--- config.mk ---
export PLATFORM = sky130hd
export DESIGN_NAME = alu_wb_stage
export DESIGN_NICKNAME = d
export VERILOG_FILES = /design/src/rtl/alu_pkg.sv /design/src/rtl/alu_comb.sv /design/src/rtl/alu_wb_stage.sv
export SDC_FILE = /design/constraint.sdc
export NUM_CORES = 1
export LEC_CHECK = 0
export BUFFER_PORTS_ARGS = -buffer_cell sky130_fd_sc_hd__buf_2
export CAP_MARGIN = 10
export CORE_ASPECT_RATIO = 2
export CORE_MARGIN = 3
export CORE_UTILIZATION = 40
export CTS_BUF_LIST = sky130_fd_sc_hd__clkbuf_4
export CTS_CLUSTER_DIAMETER = 80
export CTS_CLUSTER_SIZE = 10
export DETAILED_ROUTE_END_ITERATION = 7
export SLEW_MARGIN = 40
export SYNTH_ARGS = -nofsm -noshare
export SYNTH_HDL_FRONTEND = slang
export SYNTH_SLANG_ARGS = --single-unit
--- constraint.sdc ---
create_clock -name Clk -period 4.3 [get_ports Clk]
set_input_delay 0.86 -clock Clk [delete_from_list [all_inputs] [get_ports Clk]]
set_output_delay 0.86 -clock Clk [all_outputs]
set_load 0.02 [all_outputs]
--- src/rtl/alu_pkg.sv ---
// Shared definitions for the execute/writeback stage: opcodes, FSM states,
// flag bit positions and small opcode-classification helpers.
package alu_pkg;

    typedef enum logic [3:0] {
        OP_ADD  = 4'd0,
        OP_SUB  = 4'd1,
        OP_AND  = 4'd2,
        OP_OR   = 4'd3,
        OP_XOR  = 4'd4,
        OP_NOT  = 4'd5,
        OP_PASS = 4'd6,
        OP_SHL  = 4'd7,
        OP_SHR  = 4'd8,
        OP_MUL  = 4'd9,
        OP_CMP  = 4'd10
    } opcode_e;

    typedef enum logic [1:0] {
        ST_IDLE = 2'd0,
        ST_ITER = 2'd1,
        ST_WB   = 2'd2
    } state_e;

    localparam int FLAG_Z  = 3;
    localparam int FLAG_N  = 2;
    localparam int FLAG_CY = 1;
    localparam int FLAG_V  = 0;

    // Opcodes 11..15 are NOPs; only 0..9 produce a register-file write.
    function automatic logic opWrites(input logic [3:0] op);
        return op <= 4'd9;
    endfunction

    function automatic logic opIsNop(input logic [3:0] op);
        return op >= 4'd11;
    endfunction

    function automatic logic [3:0] packFlags(input logic z, input logic n,
                                             input logic cy, input logic v);
        logic [3:0] f;
        f          = '0;
        f[FLAG_Z]  = z;
        f[FLAG_N]  = n;
        f[FLAG_CY] = cy;
        f[FLAG_V]  = v;
        return f;
    endfunction

endpackage

--- src/rtl/alu_comb.sv ---
// Combinational single-cycle ALU operations and their status flags.
// Shift opcodes reaching this block always have a zero count, so they pass A.
module alu_comb
    import alu_pkg::*;
#(
    parameter int WIDTH = 16
) (
    input  logic [3:0]       op_i,
    input  logic [WIDTH-1:0] a_i,
    input  logic [WIDTH-1:0] b_i,
    output logic [WIDTH-1:0] result_o,
    output logic [3:0]       flags_o
);

    logic [WIDTH:0]   sum;
    logic [WIDTH:0]   diff;
    logic [WIDTH-1:0] res;
    logic             cy;
    logic             v;

    assign sum  = {1'b0, a_i} + {1'b0, b_i};
    assign diff = {1'b0, a_i} - {1'b0, b_i};

    always_comb begin
        res = '0;
        cy  = 1'b0;
        v   = 1'b0;
        case (op_i)
            OP_ADD: begin
                res = sum[WIDTH-1:0];
                cy  = sum[WIDTH];
                v   = (a_i[WIDTH-1] == b_i[WIDTH-1]) && (res[WIDTH-1] != a_i[WIDTH-1]);
            end
            // The extra top bit of the zero-extended difference is the borrow.
            OP_SUB, OP_CMP: begin
                res = diff[WIDTH-1:0];
                cy  = diff[WIDTH];
                v   = (a_i[WIDTH-1] != b_i[WIDTH-1]) && (res[WIDTH-1] != a_i[WIDTH-1]);
            end
            OP_AND:         res = a_i & b_i;
            OP_OR:          res = a_i | b_i;
            OP_XOR:         res = a_i ^ b_i;
            OP_NOT:         res = ~a_i;
            OP_PASS:        res = b_i;
            OP_SHL, OP_SHR: res = a_i;
            default:        res = '0;
        endcase
    end

    assign result_o = res;
    assign flags_o  = packFlags(res == '0, res[WIDTH-1], cy, v);

endmodule

--- src/rtl/alu_wb_stage.sv ---
// Execute/writeback stage: single-cycle ALU ops, bit-serial shifts and a
// shift-add multiplier, driving the register-file write port for one cycle.
module alu_wb_stage
    import alu_pkg::*;
#(
    parameter int WIDTH = 16,
    parameter int AW    = 4
) (
    input  logic             Clk,
    input  logic             Clear,
    input  logic             in_valid,
    output logic             in_ready,
    input  logic [3:0]       Opcode,
    input  logic [WIDTH-1:0] A,
    input  logic [WIDTH-1:0] B,
    input  logic [AW-1:0]    Daddr,
    output logic [WIDTH-1:0] C,
    output logic [AW-1:0]    Caddr,
    output logic             Load,
    output logic [3:0]       Flags,
    output logic             Busy
);

    localparam int CW = $clog2(WIDTH) + 1;

    state_e             state_q, state_d;
    logic [CW-1:0]      cnt_q;
    logic [3:0]         op_q;
    logic [AW-1:0]      dst_q;
    logic [2*WIDTH-1:0] work_q;
    logic [2*WIDTH-1:0] mcand_q;
    logic [WIDTH-1:0]   mplier_q;
    logic [WIDTH-1:0]   c_q;
    logic [AW-1:0]      caddr_q;
    logic [3:0]         flags_q;
    logic               load_q;

    logic               accept;
    logic               startIter;
    logic               iterDone;
    logic [WIDTH-1:0]   aluRes;
    logic [3:0]         aluFlags;
    logic [2*WIDTH-1:0] stepWork;
    logic               stepCy;
    logic [WIDTH-1:0]   iterRes;
    logic               iterCy;

    alu_comb #(.WIDTH(WIDTH)) u_alu (
        .op_i     (Opcode),
        .a_i      (A),
        .b_i      (B),
        .result_o (aluRes),
        .flags_o  (aluFlags)
    );

    assign accept    = in_valid & in_ready;
    assign startIter = (Opcode == OP_MUL) ||
                       (((Opcode == OP_SHL) || (Opcode == OP_SHR)) && (B[3:0] != 4'd0));
    assign iterDone  = (state_q == ST_ITER) && (cnt_q == CW'(1));

    always_ff @(posedge Clk) begin
        if (Clear) state_q <= ST_IDLE;
        else       state_q <= state_d;
    end

    always_comb begin
        state_d = ST_IDLE;
        case (state_q)
            ST_ITER: state_d = iterDone ? ST_WB : ST_ITER;
            default: begin
                if (accept) state_d = startIter ? ST_ITER : ST_WB;
                else        state_d = ST_IDLE;
            end
        endcase
    end

    always_comb begin
        in_ready = (state_q == ST_IDLE) || (state_q == ST_WB);
        Busy     = (state_q == ST_ITER);
        Load     = load_q;
    end

    // One iteration step: a single-bit shift, or one shift-add multiply step.
    always_comb begin
        stepWork = work_q;
        stepCy   = 1'b0;
        case (op_q)
            OP_SHL: begin
                stepWork = {{WIDTH{1'b0}}, work_q[WIDTH-2:0], 1'b0};
                stepCy   = work_q[WIDTH-1];
            end
            OP_SHR: begin
                stepWork = {{(WIDTH+1){1'b0}}, work_q[WIDTH-1:1]};
                stepCy   = work_q[0];
            end
            default: stepWork = mplier_q[0] ? (work_q + mcand_q) : work_q;
        endcase
        iterRes = stepWork[WIDTH-1:0];
        iterCy  = (op_q == OP_MUL) ? (stepWork[2*WIDTH-1:WIDTH] != '0) : stepCy;
    end

    always_ff @(posedge Clk) begin
        if (Clear) begin
            cnt_q    <= '0;
            op_q     <= '0;
            dst_q    <= '0;
            work_q   <= '0;
            mcand_q  <= '0;
            mplier_q <= '0;
            c_q      <= '0;
            caddr_q  <= '0;
            flags_q  <= '0;
            load_q   <= 1'b0;
        end else begin
            if (accept) begin
                op_q     <= Opcode;
                dst_q    <= Daddr;
                cnt_q    <= (Opcode == OP_MUL) ? CW'(WIDTH) : CW'(B[3:0]);
                work_q   <= (Opcode == OP_MUL) ? '0 : {{WIDTH{1'b0}}, A};
                mcand_q  <= {{WIDTH{1'b0}}, A};
                mplier_q <= B;
            end else if (state_q == ST_ITER) begin
                cnt_q    <= cnt_q - CW'(1);
                work_q   <= stepWork;
                mcand_q  <= mcand_q << 1;
                mplier_q <= mplier_q >> 1;
            end

            // Writeback registers change only on the edge that enters WB.
            if (accept && !startIter) begin
                if (opWrites(Opcode)) begin
                    c_q     <= aluRes;
                    caddr_q <= Daddr;
                end
                if (!opIsNop(Opcode)) flags_q <= aluFlags;
                load_q <= opWrites(Opcode);
            end else if (iterDone) begin
                c_q     <= iterRes;
                caddr_q <= dst_q;
                flags_q <= packFlags(iterRes == '0, iterRes[WIDTH-1], iterCy, 1'b0);
                load_q  <= 1'b1;
            end else begin
                load_q  <= 1'b0;
            end
        end
    end

    assign C     = c_q;
    assign Caddr = caddr_q;
    assign Flags = flags_q;

endmodule

# --- Yosys cells after proc, flatten, opt, wreduce, memory -nomap -nowiden ---
# Index checks and enable logic that the tools add are counted.
op_classes:
  n_reduce_logical: 22
  bitwise: 5
  addsub: 4
  n_eq_ne: 22
  magnitude_cmp: 2
  muxes: 32
op_table:
  columns: ["operator", "count"]
  rows:
  - ["two-way mux 16 bit", 8]
  - ["case mux 16 bit (8 select lines)", 1]
  - ["two-way mux 32 bit", 3]
  - ["case mux 32 bit (2 select lines)", 1]
  - ["adder 32 bit", 1]
  - ["zero test 16 bit", 2]
  - ["two-way mux 4 bit", 6]
  - ["equality test 4 x 3 -> 1 bit, second input constant", 5]
  - ["equality test 4 bit, second input constant", 5]
  - ["adder 16 x 16 -> 17 bit", 1]
  - ["subtractor 16 x 16 -> 17 bit", 1]
  - ["AND 16 bit", 1]
  - ["inverter 16 bit", 1]
  - ["bitwise OR 16 bit", 1]
  - ["nonzero test 16 bit", 1]
  - ["XOR 16 bit", 1]
  - ["two-way mux 5 bit", 3]
  - ["equality test 4 x 2 -> 1 bit, second input constant", 2]
  - ["two-way mux 2 bit", 4]
  - ["case mux 1 bit (2 select lines)", 3]
  - ["OR reduction 2 bit", 3]
  - ["equality test 5 x 1 -> 1 bit, second input constant", 1]
  - ["logical AND 1 bit", 5]
  - ["subtractor 5 x 1 -> 5 bit, second input constant", 1]
  - ["other kinds (18)", 26]
totals:
  wordCells: 99
  ff_bits: 120
  output_inout_bits: 27

# --- Longest topological paths before layout ---
# Gate-level depths: netlist of run 1.
logic_depth:
  word_depth: 8
  depth_mapped: 14

# --- Hierarchy ---
# A second synthesis of run 1 with hierarchy kept.
unflattened:
  hier_cells: 1467
  area_unflattened_um2: 10618.9
by_module_without_submodules:
  columns: ["module", "cells_each", "area_each_um2", "seq_area_each_um2", "instances"]
  rows:
  - ["alu_wb_stage", 1015, 7482.2, 2402.3, 1]
  - ["alu_comb", 452, 3136.8, 0.0, 1]

# --- Least setup slack after synthesis of run 1 ---
# OpenSTA, ideal clock, no wires.
synth_path:
  kind: "in2reg"
  start: "in B[6]"
  end: "reg flags_q[2], in the netlist Flags[2]"
  path_buffers: 1
  required_time_ns: 4.216
  stages: 13
  setup_time_ns: 0.084
  arrival_ns: 3.267
  slack_ns: 0.949
  cell_sequence: "inv_1 -> ha_1 -> buf_4 -> inv_2 -> a221oi_2 -> a211oi_1 -> nor3_2 -> o221a_2 -> o21bai_2 -> o311ai_2 -> or3b_1 -> a41o_1 -> o31ai_2"
synth_via:
  elab_chain_len: 4
synth_lines:
  columns: ["element", "line_no", "rtl"]
  rows:
  - ["start, declared", "alu_wb_stage.sv:15", "input logic [WIDTH-1:0] B,"]
  - ["subtractor 16 x 16 -> 17 bit / adder 16 x 16 -> 17 bit (equally long branches)", "alu_comb.sv:22, alu_comb.sv:21", null]
  - ["case mux 16 bit (8 select lines) *", "alu_comb.sv:28", "case (op_i)"]
  - ["two-way mux 4 bit *", "alu_wb_stage.sv:135", "if (!opIsNop(Opcode)) flags_q <= aluFlags;"]
  - ["two-way mux 4 bit *", "alu_wb_stage.sv:130", "if (accept && !startIter) begin"]
  - ["end signal, assigned", "alu_wb_stage.sv:135", null]
  - ["end signal, assigned", "alu_wb_stage.sv:140", "flags_q <= packFlags(iterRes == '0, iterRes[WIDTH-1], iterCy, 1'b0);"]
  - ["end, declared", "alu_wb_stage.sv:35", "logic [3:0] flags_q;"]
# Every way passes the cells marked *; elsewhere a longest branch is shown, timed or not. The select of a mux whose other input is x is not followed.
# A chain may end at the register's enable or synchronous reset.

# --- Worst setup path in the final report of run 1 ---
layout_path:
  start: "reg work_q[15]"
  end: "reg flags_q[1], in the netlist Flags[1]"
layout_via:
  elab_chain_len: 7
layout_lines:
  columns: ["element", "line_no", "rtl"]
  rows:
  - ["start, declared", "alu_wb_stage.sv:30", "logic [2*WIDTH-1:0] work_q;"]
  - ["start signal, assigned", "alu_wb_stage.sv:119", "work_q <= (Opcode == OP_MUL) ? '0 : {{WIDTH{1'b0}}, A};"]
  - ["start signal, assigned", "alu_wb_stage.sv:124", "work_q <= stepWork;"]
  - ["adder 32 bit", "alu_wb_stage.sv:96", "default: stepWork = mplier_q[0] ? (work_q + mcand_q) : work_q;"]
  - ["two-way mux 32 bit", "alu_wb_stage.sv:96", null]
  - ["case mux 32 bit (2 select lines)", "alu_wb_stage.sv:87", "case (op_q)"]
  - ["nonzero test 16 bit", "alu_wb_stage.sv:99", "iterCy = (op_q == OP_MUL) ? (stepWork[2*WIDTH-1:WIDTH] != '0) : stepCy;"]
  - ["two-way mux 1 bit *", "alu_wb_stage.sv:99", null]
  - ["two-way mux 4 bit *", "alu_wb_stage.sv:137", "end else if (iterDone) begin"]
  - ["two-way mux 4 bit *", "alu_wb_stage.sv:130", null]
# Marked as above.

==> results of run 1 <==
## power breakdown
part           switching (uW)  internal [uW]
clock network             507            412
logic                     676            348
registers                63.9           1180
total                    1250           1940
## critical path: stages (launching register included)
cell,delay [ns]
dfxtp_1,0.46
ha_1,0.41
nand2_1,0.19
a2111o_1,0.44
a21oi_1,0.22
nand2b_1,0.23
xor2_1,0.13
o31ai_1,0.58
nand4_1,0.18
nor3_1,0.21
nor4b_1,0.25
a21oi_1,0.10
## routing by layer
metal,track usage [%],vias up
li1,-,5236
met1,27.9,5405
met2,56.2,412
met3,4.03,175
met4,23.4,0
met5,0,-
## path summary, 6_finish.rpt
kind	startpoint	end	slack, ns	cells after the start
max	work_q[15]$_SDFFE_PP0P_	Flags[1]$_SDFFE_PP0P_	0.78	11
min	C[13]$_SDFFE_PP0P_	C[13]$_SDFFE_PP0P_	0.46	2
max reg2reg	work_q[15]$_SDFFE_PP0P_	Flags[1]$_SDFFE_PP0P_	0.78	11
min reg2reg	C[13]$_SDFFE_PP0P_	C[13]$_SDFFE_PP0P_	0.46	2
## metrics by stage
stage | hold slack (ns) | worst slack (ns) | util, %
floorplan | 0.436 | 0.949 | -
global placement | 0.438 | 0.404 | 43.7
detailed placement | 0.441 | 0.346 | 43.8
CTS | 0.457 | 0.797 | 44.9
global route | 0.461 | 0.617 | 45.0
finish | 0.460 | 0.784 | 45.0
## synthesized netlist by cell type, types with 13 or more instances
library cell / number / area share (%)
o21ai_0: 65 / 3.1
o211ai_1: 24 / 1.7
dfxtp_1: 120 / 23
ha_1: 84 / 10
nand2b_1: 13 / 0.78
buf_2: 15 / 0.72
a21o_1: 23 / 1.7
a222oi_1: 14 / 1.3
inv_1: 68 / 2.5
nor2_1: 115 / 4.1
nor3_1: 32 / 1.5
nand3_1: 18 / 0.87
a211oi_1: 21 / 1.5
a21oi_1: 174 / 8.4
nand2_1: 187 / 6.7
xnor2_1: 18 / 1.5
clkbuf_1: 68 / 2.5
a22oi_1: 52 / 3.8
## placed cells by master, fill, tap and decap left out, drive strengths merged, types with 8 or more instances in the layout
cell    netlist  final
a211oi       22     22
a21boi       10     10
a21o         26     26
a21oi       175    175
a221oi       12     12
a222oi       14     14
a22oi        52     52
a31oi        12     12
and2         11     11
and3          9      9
buf          26    113
clkbuf       72     19
dfxtp       120    120
ha           84     84
inv          70     72
mux2i        13     13
nand2       188    188
nand2b       14     14
nand3        18     18
nand4         8      8
nor2        115    115
nor2b        11     11
nor3         34     34
nor4         13     13
o211ai       24     24
o21a          8      8
o21ai        76     76
o31ai        10     10
xnor2        18     18
xor2         11     11
## layout make-up
class                   count  area (um^2)  share of cell area [%]
inverters                  71          267                    2.34
clock inverters            13          153                    1.34
repair buffers            113          694                    6.08
well taps                 336          420                    3.68
diodes                      1         2.50                  0.0219
clock buffers              19          143                    1.25
multi-input cells        1116         7330                    64.2
flip-flops and latches    120         2400                    21.0
## sequential cells by signal (all words and copies together) (netlist names)
name      count
dst_q         4
state_q       2
Caddr         4
cnt_q         5
Load          1
work_q       32
C            16
op_q          4
Flags         4
mplier_q     16
mcand_q      32
## logic make-up (layout without fill, tap and decap cells)
kind of cell	count (synthesis)	count (layout)
AOI/OAI and AO/OA	520	520
xor gates and xnor gates	29	29
adders and majority gates	87	87
buffers and inverters	169	216
DFF	120	120
muxes	16	16
other	0	1
and+or+nand+nor	464	464
==> impl_metrics.py, run 1 <==
metrics = {
    "setup_path": {
        "critical_path_class": "flip-flop to flip-flop",
        "startpoint_type": "flip-flop",
        "crit_fanout": 5,
        "end_kind": "flip-flop",
        "crit_arrival_ns": 4.03,
        "required_ns": 4.81,
    },
    "yosys": {
        "synth_fa_ha_area_share_pct": 10.7,
        "synth_mux_area_share_pct": 1.61,
        "ys_ff_latch": 120,
        "synthSimpleGateAreaFrac_pct": 21.3,
        "yosysSeqAreaShare_pct": 23.1,
        "synth-compound-area-share_pct": 33.9,
        "synth_xor_area_share_pct": 2.44,
        "avgSynthCellArea_um2": 7.41,
        "yosysUniqueCellTypes": 109,
        "syn_area_um2": 10400,
        "ys_warn_count": 0,
        "synthFlopType": "dfxtp_1",
        "synthCells": 1405,
        "async_flop_share_pct": 0,
        "synth-edff-count": 0,
        "synth_nets": 1535,
        "synth_top_family_by_area": "compound AO/OA/AOI/OAI gates",
    },
    "finish": {
        "areaGrowthSynthToFinish_pct": 9.69,
        "fin_cells": 1789,
        "nets": 1569,
        "fin_area_um2": 11400,
        "fill_cells": 2706,
        "drive_above_1_share_pct": 13.5,
    },
    "routing": {
        "wl_met1_um": 14300,
        "met2WireLength_um": 22500,
        "dr_wl_met3_um": 1540,
        "first_pass_iters": 6,
        "drc": 0,
        "routed.top_layer": "met4",
        "viasPerCell": 6.28,
        "vias": 11200,
        "wl_per_cell_um": 23.4,
        "first_iter_violations": 917,
        "drtAntennaViolNets": 0,
        "routed_wl_um": 41900,
    },
    "outcome": {
        "status": "complete, no violations",
    },
    "floorplanning": {
        "die_width_um": 120,
        "die_h_um": 234,
        "start_util_pct": 41.1,
        "io_pins": 70,
        "dieArea_um2": 28100,
        "rows": 82,
        "coreArea_um2": 25300,
    },
    "global_routing": {
        "grt_usage_pct": 29.6,
        "grt_max_degree": 81,
        "gr-total-overflow": 0,
        "grt_pass1_vias": 11100,
        "grt_pass1_wl_um": 63200,
        "antenna_found_initial": 2,
    },
    "sta": {
        "fin_skew_ns": 0.0354,
        "final.min_clock_period_ns": 3.52,
        "finalSetupViolCount": 0,
        "drv_slew": 0,
        "rsz0062_at_grt": "no",
        "relSlewSlack_pct": 47.5,
        "tightest_slew_ns": 0.785,
        "hold_violations": 0,
        "setup_tns_ns": 0,
        "max_freq_ghz": 0.284,
        "fin_crit_sh_pct": 81.8,
    },
    "cts": {
        "cts_tree": "built",
        "clk_latency_ns": 0.63,
        "numCtsBuffers": 17,
        "clk_pin_slew_ns": 0.13,
        "cts_resized": 0,
        "postCtsSetupRepairBufs": 0,
        "root_buffer": "clkbuf_4",
        "cts.sinks": 120,
        "cts-htree-levels": 4,
        "cts_buffer_depth": 2,
        "ctsHoldBuffers": 0,
    },
    "power": {
        "ir_drop_mv": 0.148,
        "p_per_area_nw_per_um2": 279,
        "design_power_total_uw": 3180,
        "leakage_uw": 0.00469,
    },
    "placed_design": {
        "place.gp.congestion": 0.987,
        "place_inst": 1755,
        "port_buffers": 69,
        "placed_area_um2": 11100,
        "hpwl_um": 32100,
    },
    "job": {
        "maxCapViolCount": 0,
    },
    "min_path": {
        "hold_path.class": "flip-flop to flip-flop",
    },
}
(Power assumes the default switching activity.)
==> inputs of run 2 (changes only) <==
--- a/config.mk
+++ b/config.mk
@@ -5,6 +5,7 @@
 export SDC_FILE = /design/constraint.sdc
 export NUM_CORES = 1
 export LEC_CHECK = 0
+export ABC_AREA = 1
 export BUFFER_PORTS_ARGS = -buffer_cell sky130_fd_sc_hd__buf_2
 export CAP_MARGIN = 10
 export CORE_ASPECT_RATIO = 2
==> constraint.sdc (replaced) <==
create_clock -name Clk -period 3.6 [get_ports Clk]
set_input_delay 0.72 -clock Clk [delete_from_list [all_inputs] [get_ports Clk]]
set_output_delay 0.72 -clock Clk [all_outputs]
set_load 0.02 [all_outputs]
==> impl_metrics.py, run 2 <==
metrics = {
    "cts": {
        "root_buffer": "clkbuf_4",
        "clk_latency_ns": 0.63,
        "cts_buffer_depth": 2,
        "cts_resized": 0,
        "clk_pin_slew_ns": 0.13,
        "cts_tree": "built",
        "cts.sinks": 120,
        "numCtsBuffers": 17,
        "cts-htree-levels": 4,
        "ctsHoldBuffers": 0,
        "postCtsSetupRepairBufs": 0,
    },
    "power": {
        "internal_power_uw": 2200,
        "switching_share_pct": 41.1,
        "p_clk_share_pct": 28.0,
        "power.switching_uw": 1540,
        "leakage_uw": 0.00583,
        "ir_drop_mv": 0.173,
        "seqPwrFrac_pct": 39.5,
        "p_comb_share_pct": 32.4,
        "p_per_area_nw_per_um2": 310,
    },
    "setup_path": {
        "crit_arrival_ns": 3.81,
        "crit_fanout": 5,
        "r2r_end": "Flags[1]$_SDFFE_PP0P_",
        "startpoint_type": "flip-flop",
        "r2r_cells": 21,
        "crit_start": "work_q[0]$_SDFFE_PP0P_",
        "end_kind": "flip-flop",
        "cp_slowest_stage_delay_ns": 0.47,
        "critical_path_class": "flip-flop to flip-flop",
        "crit_chain": "ha_1, inv_1, fa_1, inv_1, nand3_1, nand2_1, nand2_1, nand2_1, nand2_1, nand2_1, nand2_1, nand3_1, nand3_1, nand2_1, nand3_1, nor2_1, nand2_1, nand3_1, nand3_1, nand2_1, inv_1",
        "r2r_start": "work_q[0]$_SDFFE_PP0P_",
        "reg2reg_slack_ns": 0.33,
        "required_ns": 4.15,
        "crit_buf_inv": 3,
        "crit_family": "simple AND/OR/NAND/NOR gates",
        "crit_slowest_cell": "dfxtp_1",
        "cp_common_cell": "nand2_1",
    },
    "yosys": {
        "yosysUniqueCellTypes": 57,
        "ys_warn_count": 0,
        "synthCells": 1860,
        "avgSynthCellArea_um2": 5.86,
        "synthFlopType": "dfxtp_1",
        "synth.top_cells.by_area": "dfxtp_1 22%, nand2_1 19%, ha_1 9.7%",
        "yosysMostFrequentCell": "nand2_1",
        "async_flop_share_pct": 0,
        "synth_top_area_share_pct": 22.1,
        "ys_top_cells_by_count": "543 x nand2_1, 273 x inv_1, 187 x nor2_1",
        "ys_ff_latch": 120,
        "synth_top_area_cell": "dfxtp_1",
        "syn_area_um2": 10900,
        "yosysSeqAreaShare_pct": 22.1,
        "synth-edff-count": 0,
        "synth_nets": 1990,
    },
    "finish": {
        "multi_input_area_um2": 7120,
        "final_common_cell": "nand2_1",
        "drive_above_1_share_pct": 9.52,
        "utilization_pct": 45.4,
        "areaGrowthSynthToFinish_pct": 10.8,
        "nets": 2060,
        "fill_cells": 2992,
        "reg_top3": "mcand_q (32), work_q (32)",
        "regArea_um2": 2400,
        "final_cell_mix": "543 x nand2_1, 273 x inv_1, 185 x nor2_1, 132 x a21oi_1, 120 x dfxtp_1",
    },
    "floorplanning": {
        "start_util_pct": 41.0,
        "die_h_um": 239,
        "rows": 84,
        "io_pins": 70,
        "dieArea_um2": 29400,
        "coreArea_um2": 26600,
        "die_width_um": 123,
    },
    "routing": {
        "met2WireLength_um": 25200,
        "drc": 0,
        "wl_per_cell_um": 20.8,
        "dr_wl_met3_um": 1960,
        "routed.top_layer": "met4",
        "first_pass_iters": 5,
        "first_iter_violations": 655,
        "drtAntennaViolNets": 0,
        "routed_wl_um": 47500,
        "vias": 12700,
        "wl_met1_um": 14700,
        "viasPerCell": 5.56,
    },
    "global_routing": {
        "gr-total-overflow": 0,
        "grt_pass1_wl_um": 70500,
        "antenna_found_initial": 1,
        "grt_max_degree": 75,
        "grt_pass1_vias": 12400,
        "grt_usage_pct": 32.5,
    },
    "sta": {
        "fin_skew_ns": 0.0253,
        "hold_violations": 0,
        "finalSetupViolCount": 0,
        "rsz0062_at_grt": "no",
        "drv_slew": 0,
        "relSlewSlack_pct": 49.0,
        "fin_crit_sh_pct": 90.7,
        "final.min_clock_period_ns": 3.27,
        "tightest_slew_ns": 0.764,
        "setup_tns_ns": 0,
        "max_freq_ghz": 0.306,
    },
    "min_path": {
        "hold_path.class": "input pin to flip-flop",
        "min_from": "Daddr[0]",
        "min_to": "Caddr[0]$_SDFFE_PP0P_",
        "whs_path_depth": 3,
    },
    "outcome": {
        "status": "complete, no violations",
    },
    "placed_design": {
        "hpwl_um": 38000,
        "port_buffers": 69,
        "place.gp.congestion": 1.06,
    },
    "job": {
        "maxCapViolCount": 0,
    },
}
==> run 2: cell types whose count changed after synthesis, moves of 33 or more <==
cell / before / now
a31oi_1: 11 / 52
a22oi_1: 52 / 1
a21oi_1: 174 / 132
nand3_1: 18 / 117
o22ai_1: 4 / 37
nor2_1: 115 / 187
inv_1: 68 / 273
nand2_1: 187 / 543
==> run 2: worst register-to-register path, delay by kind of cell (launching register included) <==
family                     cells  cell delay [ns]
adders and majority gates      2             0.63
buffers and inverters          3             0.19
DFF                            1             0.47
and+or+nand+nor               16             1.90
==> run 2: per-layer routing <==
layer | global-route usage [%] | vias to the layer above
met5 | 0 | -
met4 | 32.8 | 0
met3 | 4.91 | 224
met2 | 61.3 | 450
met1 | 27.0 | 5877
li1 | - | 6172
==> run 2: cells by family (layout without fill, tap and decap cells) <==
family | Yosys count | count (layout) | synth area share [%]
simple gates | 916 | 916 | 34.4
fa+ha+maj | 87 | 87 | 10.2
compound gates | 366 | 366 | 19.4
xor+xnor | 16 | 16 | 1.29
flops | 120 | 120 | 22.1
other cells | 0 | 1 | 0
buf+inv | 355 | 438 | 12.7
==> run 2: worst max-delay path by stage <==
stage / endpoint / depth (start not counted)
final: Flags[1]$_SDFFE_PP0P_ / 21
after global routing: Flags[1]$_SDFFE_PP0P_ / 21
after CTS: Flags[1]$_SDFFE_PP0P_ / 21
after detailed placement: C[15]$_SDFFE_PP0P_ / 16
after global placement: Flags[3]$_SDFFE_PP0P_ / 18
after floorplan: Flags[3]$_SDFFE_PP0P_ / 18
==> run 2: power groups by stage <==
stage,logic (uW),registers [uW],clock network (uW)
after detailed placement,1180,1500,0
after global routing,1320,1480,1110
after CTS,1190,1470,1070
after floorplan,718,1510,0
after global placement,1180,1500,0
final,1210,1480,1050
==> run 2: metrics by stage <==
stage	hold slack, ns	total power (uW)	setup WS [ns]	area (um^2)	cells
3_5_place_dp	0.450	2690	0.0229	11800	2255
2_1_floorplan	0.430	2230	0.915	10900	1860
3_3_place_gp	0.446	2680	0.00280	11800	2255
5_1_grt	0.343	3910	0.0572	12100	2288
6_report	0.363	3730	0.335	12100	2288
4_1_cts	0.319	3730	0.543	12100	2287
==> run 2: final cells by class <==
cell class	count	area share, %
diodes	1	0.0207
clock buffers	18	1.12
clock inverters	14	1.24
inverters	287	8.95
multi-input cells	1385	59.0
flip-flops and latches	120	19.9
well taps	344	3.57
repair buffers	119	6.18
==> inputs of run 3 (changes only) <==
--- a/config.mk
+++ b/config.mk
@@ -8,13 +8,16 @@
 export ABC_AREA = 1
 export BUFFER_PORTS_ARGS = -buffer_cell sky130_fd_sc_hd__buf_2
 export CAP_MARGIN = 10
+export CELL_PAD_IN_SITES_DETAIL_PLACEMENT = 1
+export CELL_PAD_IN_SITES_GLOBAL_PLACEMENT = 2
 export CORE_ASPECT_RATIO = 2
 export CORE_MARGIN = 3
-export CORE_UTILIZATION = 40
+export CORE_UTILIZATION = 34
 export CTS_BUF_LIST = sky130_fd_sc_hd__clkbuf_4
 export CTS_CLUSTER_DIAMETER = 80
 export CTS_CLUSTER_SIZE = 10
 export DETAILED_ROUTE_END_ITERATION = 7
+export PLACE_DENSITY_LB_ADDON = 0.1
 export SLEW_MARGIN = 40
 export SYNTH_ARGS = -nofsm -noshare
 export SYNTH_HDL_FRONTEND = slang
==> impl_metrics.py, run 3 (synthesis results as in run 2) <==
metrics = {
    "global_routing": {
        "grt_pass1_vias": 13600,
        "antenna_found_initial": 1,
        "grt_max_degree": 48,
        "grt_usage_pct": 30.7,
        "grt_pass1_wl_um": 79100,
        "gr-total-overflow": 0,
    },
    "sta": {
        "fin_crit_sh_pct": 88.7,
        "setup_tns_ns": 0,
        "max_freq_ghz": 0.313,
        "fin_skew_ns": 0.0191,
        "tightest_slew_ns": 0.726,
        "hold_violations": 0,
        "rsz0062_at_grt": "no",
        "final.min_clock_period_ns": 3.19,
        "hold_ws_ns": 0.371,
        "relSlewSlack_pct": 51.6,
        "finalSetupViolCount": 0,
        "drv_slew": 0,
    },
    "power": {
        "leakage_uw": 0.00584,
        "switching_share_pct": 42.0,
        "internal_power_uw": 2200,
        "p_clk_share_pct": 28.6,
        "seqPwrFrac_pct": 38.8,
        "p_comb_share_pct": 32.6,
        "power.switching_uw": 1590,
        "p_per_area_nw_per_um2": 311,
        "ir_drop_mv": 0.166,
    },
    "floorplanning": {
        "start_util_pct": 34.5,
        "coreArea_um2": 31500,
        "dieArea_um2": 34300,
        "die_width_um": 133,
        "rows": 92,
        "io_pins": 70,
        "die_h_um": 259,
    },
    "cts": {
        "ctsHoldBuffers": 0,
        "numCtsBuffers": 17,
        "cts_tree": "built",
        "clk_latency_ns": 0.62,
        "clk_pin_slew_ns": 0.14,
        "cts.sinks": 120,
        "postCtsSetupRepairBufs": 0,
        "cts_resized": 0,
        "cts_buffer_depth": 2,
        "root_buffer": "clkbuf_4",
        "cts-htree-levels": 4,
    },
    "finish": {
        "regArea_um2": 2400,
        "reg_top3": "mcand_q (32), work_q (32)",
        "areaGrowthSynthToFinish_pct": 11.8,
        "nets": 2062,
        "multi_input_area_um2": 7120,
        "final_common_cell": "nand2_1",
        "fill_cells": 4470,
        "final_cell_mix": "543 x nand2_1, 273 x inv_1, 185 x nor2_1, 132 x a21oi_1, 120 x dfxtp_1",
        "drive_above_1_share_pct": 9.67,
        "utilization_pct": 38.6,
    },
    "outcome": {
        "status": "complete, no violations",
    },
    "routing": {
        "first_pass_iters": 4,
        "drtAntennaViolNets": 0,
        "vias": 12600,
        "drc": 0,
        "wl_per_cell_um": 22.5,
        "first_iter_violations": 449,
        "viasPerCell": 5.34,
        "routed_wl_um": 53200,
    },
    "placed_design": {
        "hpwl_um": 44300,
        "place.gp.congestion": 0.962,
        "port_buffers": 69,
    },
    "setup_path": {
        "r2r_cells": 18,
        "crit_arrival_ns": 3.72,
        "critical_path_class": "flip-flop to flip-flop",
        "crit_fanout": 5,
        "startpoint_type": "flip-flop",
        "end_kind": "flip-flop",
        "required_ns": 4.13,
    },
    "min_path": {
        "hold_path.class": "input pin to flip-flop",
        "whs_path_depth": 3,
    },
    "job": {
        "maxCapViolCount": 0,
    },
}
[run 3: changes by cell type in the layout (fill, tap and decap cells not counted)]
cell | previous run | this run
buf_12 | 2 | 1
inv_6 | 2 | 4
buf_4 | 48 | 51
clkinv_1 | 2 | 1
clkbuf_4 | 18 | 17
clkinv_4 | 2 | 3
clkinv_2 | 2 | 1
[run 3: path summary, 6_finish.rpt]
check	start	endpoint	slack, ns
min reg2reg	dst_q[1]$_SDFFE_PP0P_	dst_q[1]$_SDFFE_PP0P_	0.48
min	Daddr[2]	Caddr[2]$_SDFFE_PP0P_	0.37
max	work_q[5]$_SDFFE_PP0P_	Flags[1]$_SDFFE_PP0P_	0.41
max reg2reg	work_q[5]$_SDFFE_PP0P_	Flags[1]$_SDFFE_PP0P_	0.41
[run 3: routing by layer]
layer	global-route usage [%]	part of all wire [%]	up-vias
met5	0	0	-
li1	-	-	6161
met3	3.32	1.9	151
met4	25.0	9.8	0
met2	64.2	58	237
met1	24.3	31	6094
[run 3: cell type report]
type	count	share of cell area, %
diodes	1	0.0206
clock buffers	17	1.05
clock inverters	15	1.38
inverters	287	8.87
multi-input cells	1385	58.5
flip-flops and latches	120	19.7
well taps	423	4.35
repair buffers	121	6.15
[run 3: power by group through the flow]
stage | combinational (uW) | clock [uW] | sequential [uW]
2_1_floorplan | 718 | 0 | 1510
3_5_place_dp | 1230 | 0 | 1500
3_3_place_gp | 1220 | 0 | 1500
6_report | 1230 | 1090 | 1470
4_1_cts | 1240 | 1130 | 1470
5_1_grt | 1360 | 1150 | 1480
[run 3: metrics by stage]
stage                     area, um^2  power (uW)  instances  worst slack [ns]
final                          12200        3790       2369             0.406
after global routing           12200        3990       2369             0.213
after floorplan                10900        2230       1860             0.915
after detailed placement       11900        2730       2336            0.0321
after global placement         11900        2720       2336            0.0516
after CTS                      12200        3830       2368             0.375
[run 3: critical path, cell delays in order, from the launching register on]
cell,delay [ns]
dfxtp_1,0.38
ha_1,0.38
nand2_1,0.18
nor2_1,0.18
nand3_1,0.10
nand2_1,0.24
nand2_1,0.10
nand2_1,0.14
nand2_1,0.11
nand3_1,0.10
nand3_1,0.09
nand2_1,0.25
nand4_1,0.33
nor2_1,0.19
nand2_1,0.09
nand3_1,0.07
nand3_1,0.07
nand2_1,0.07
inv_1,0.03
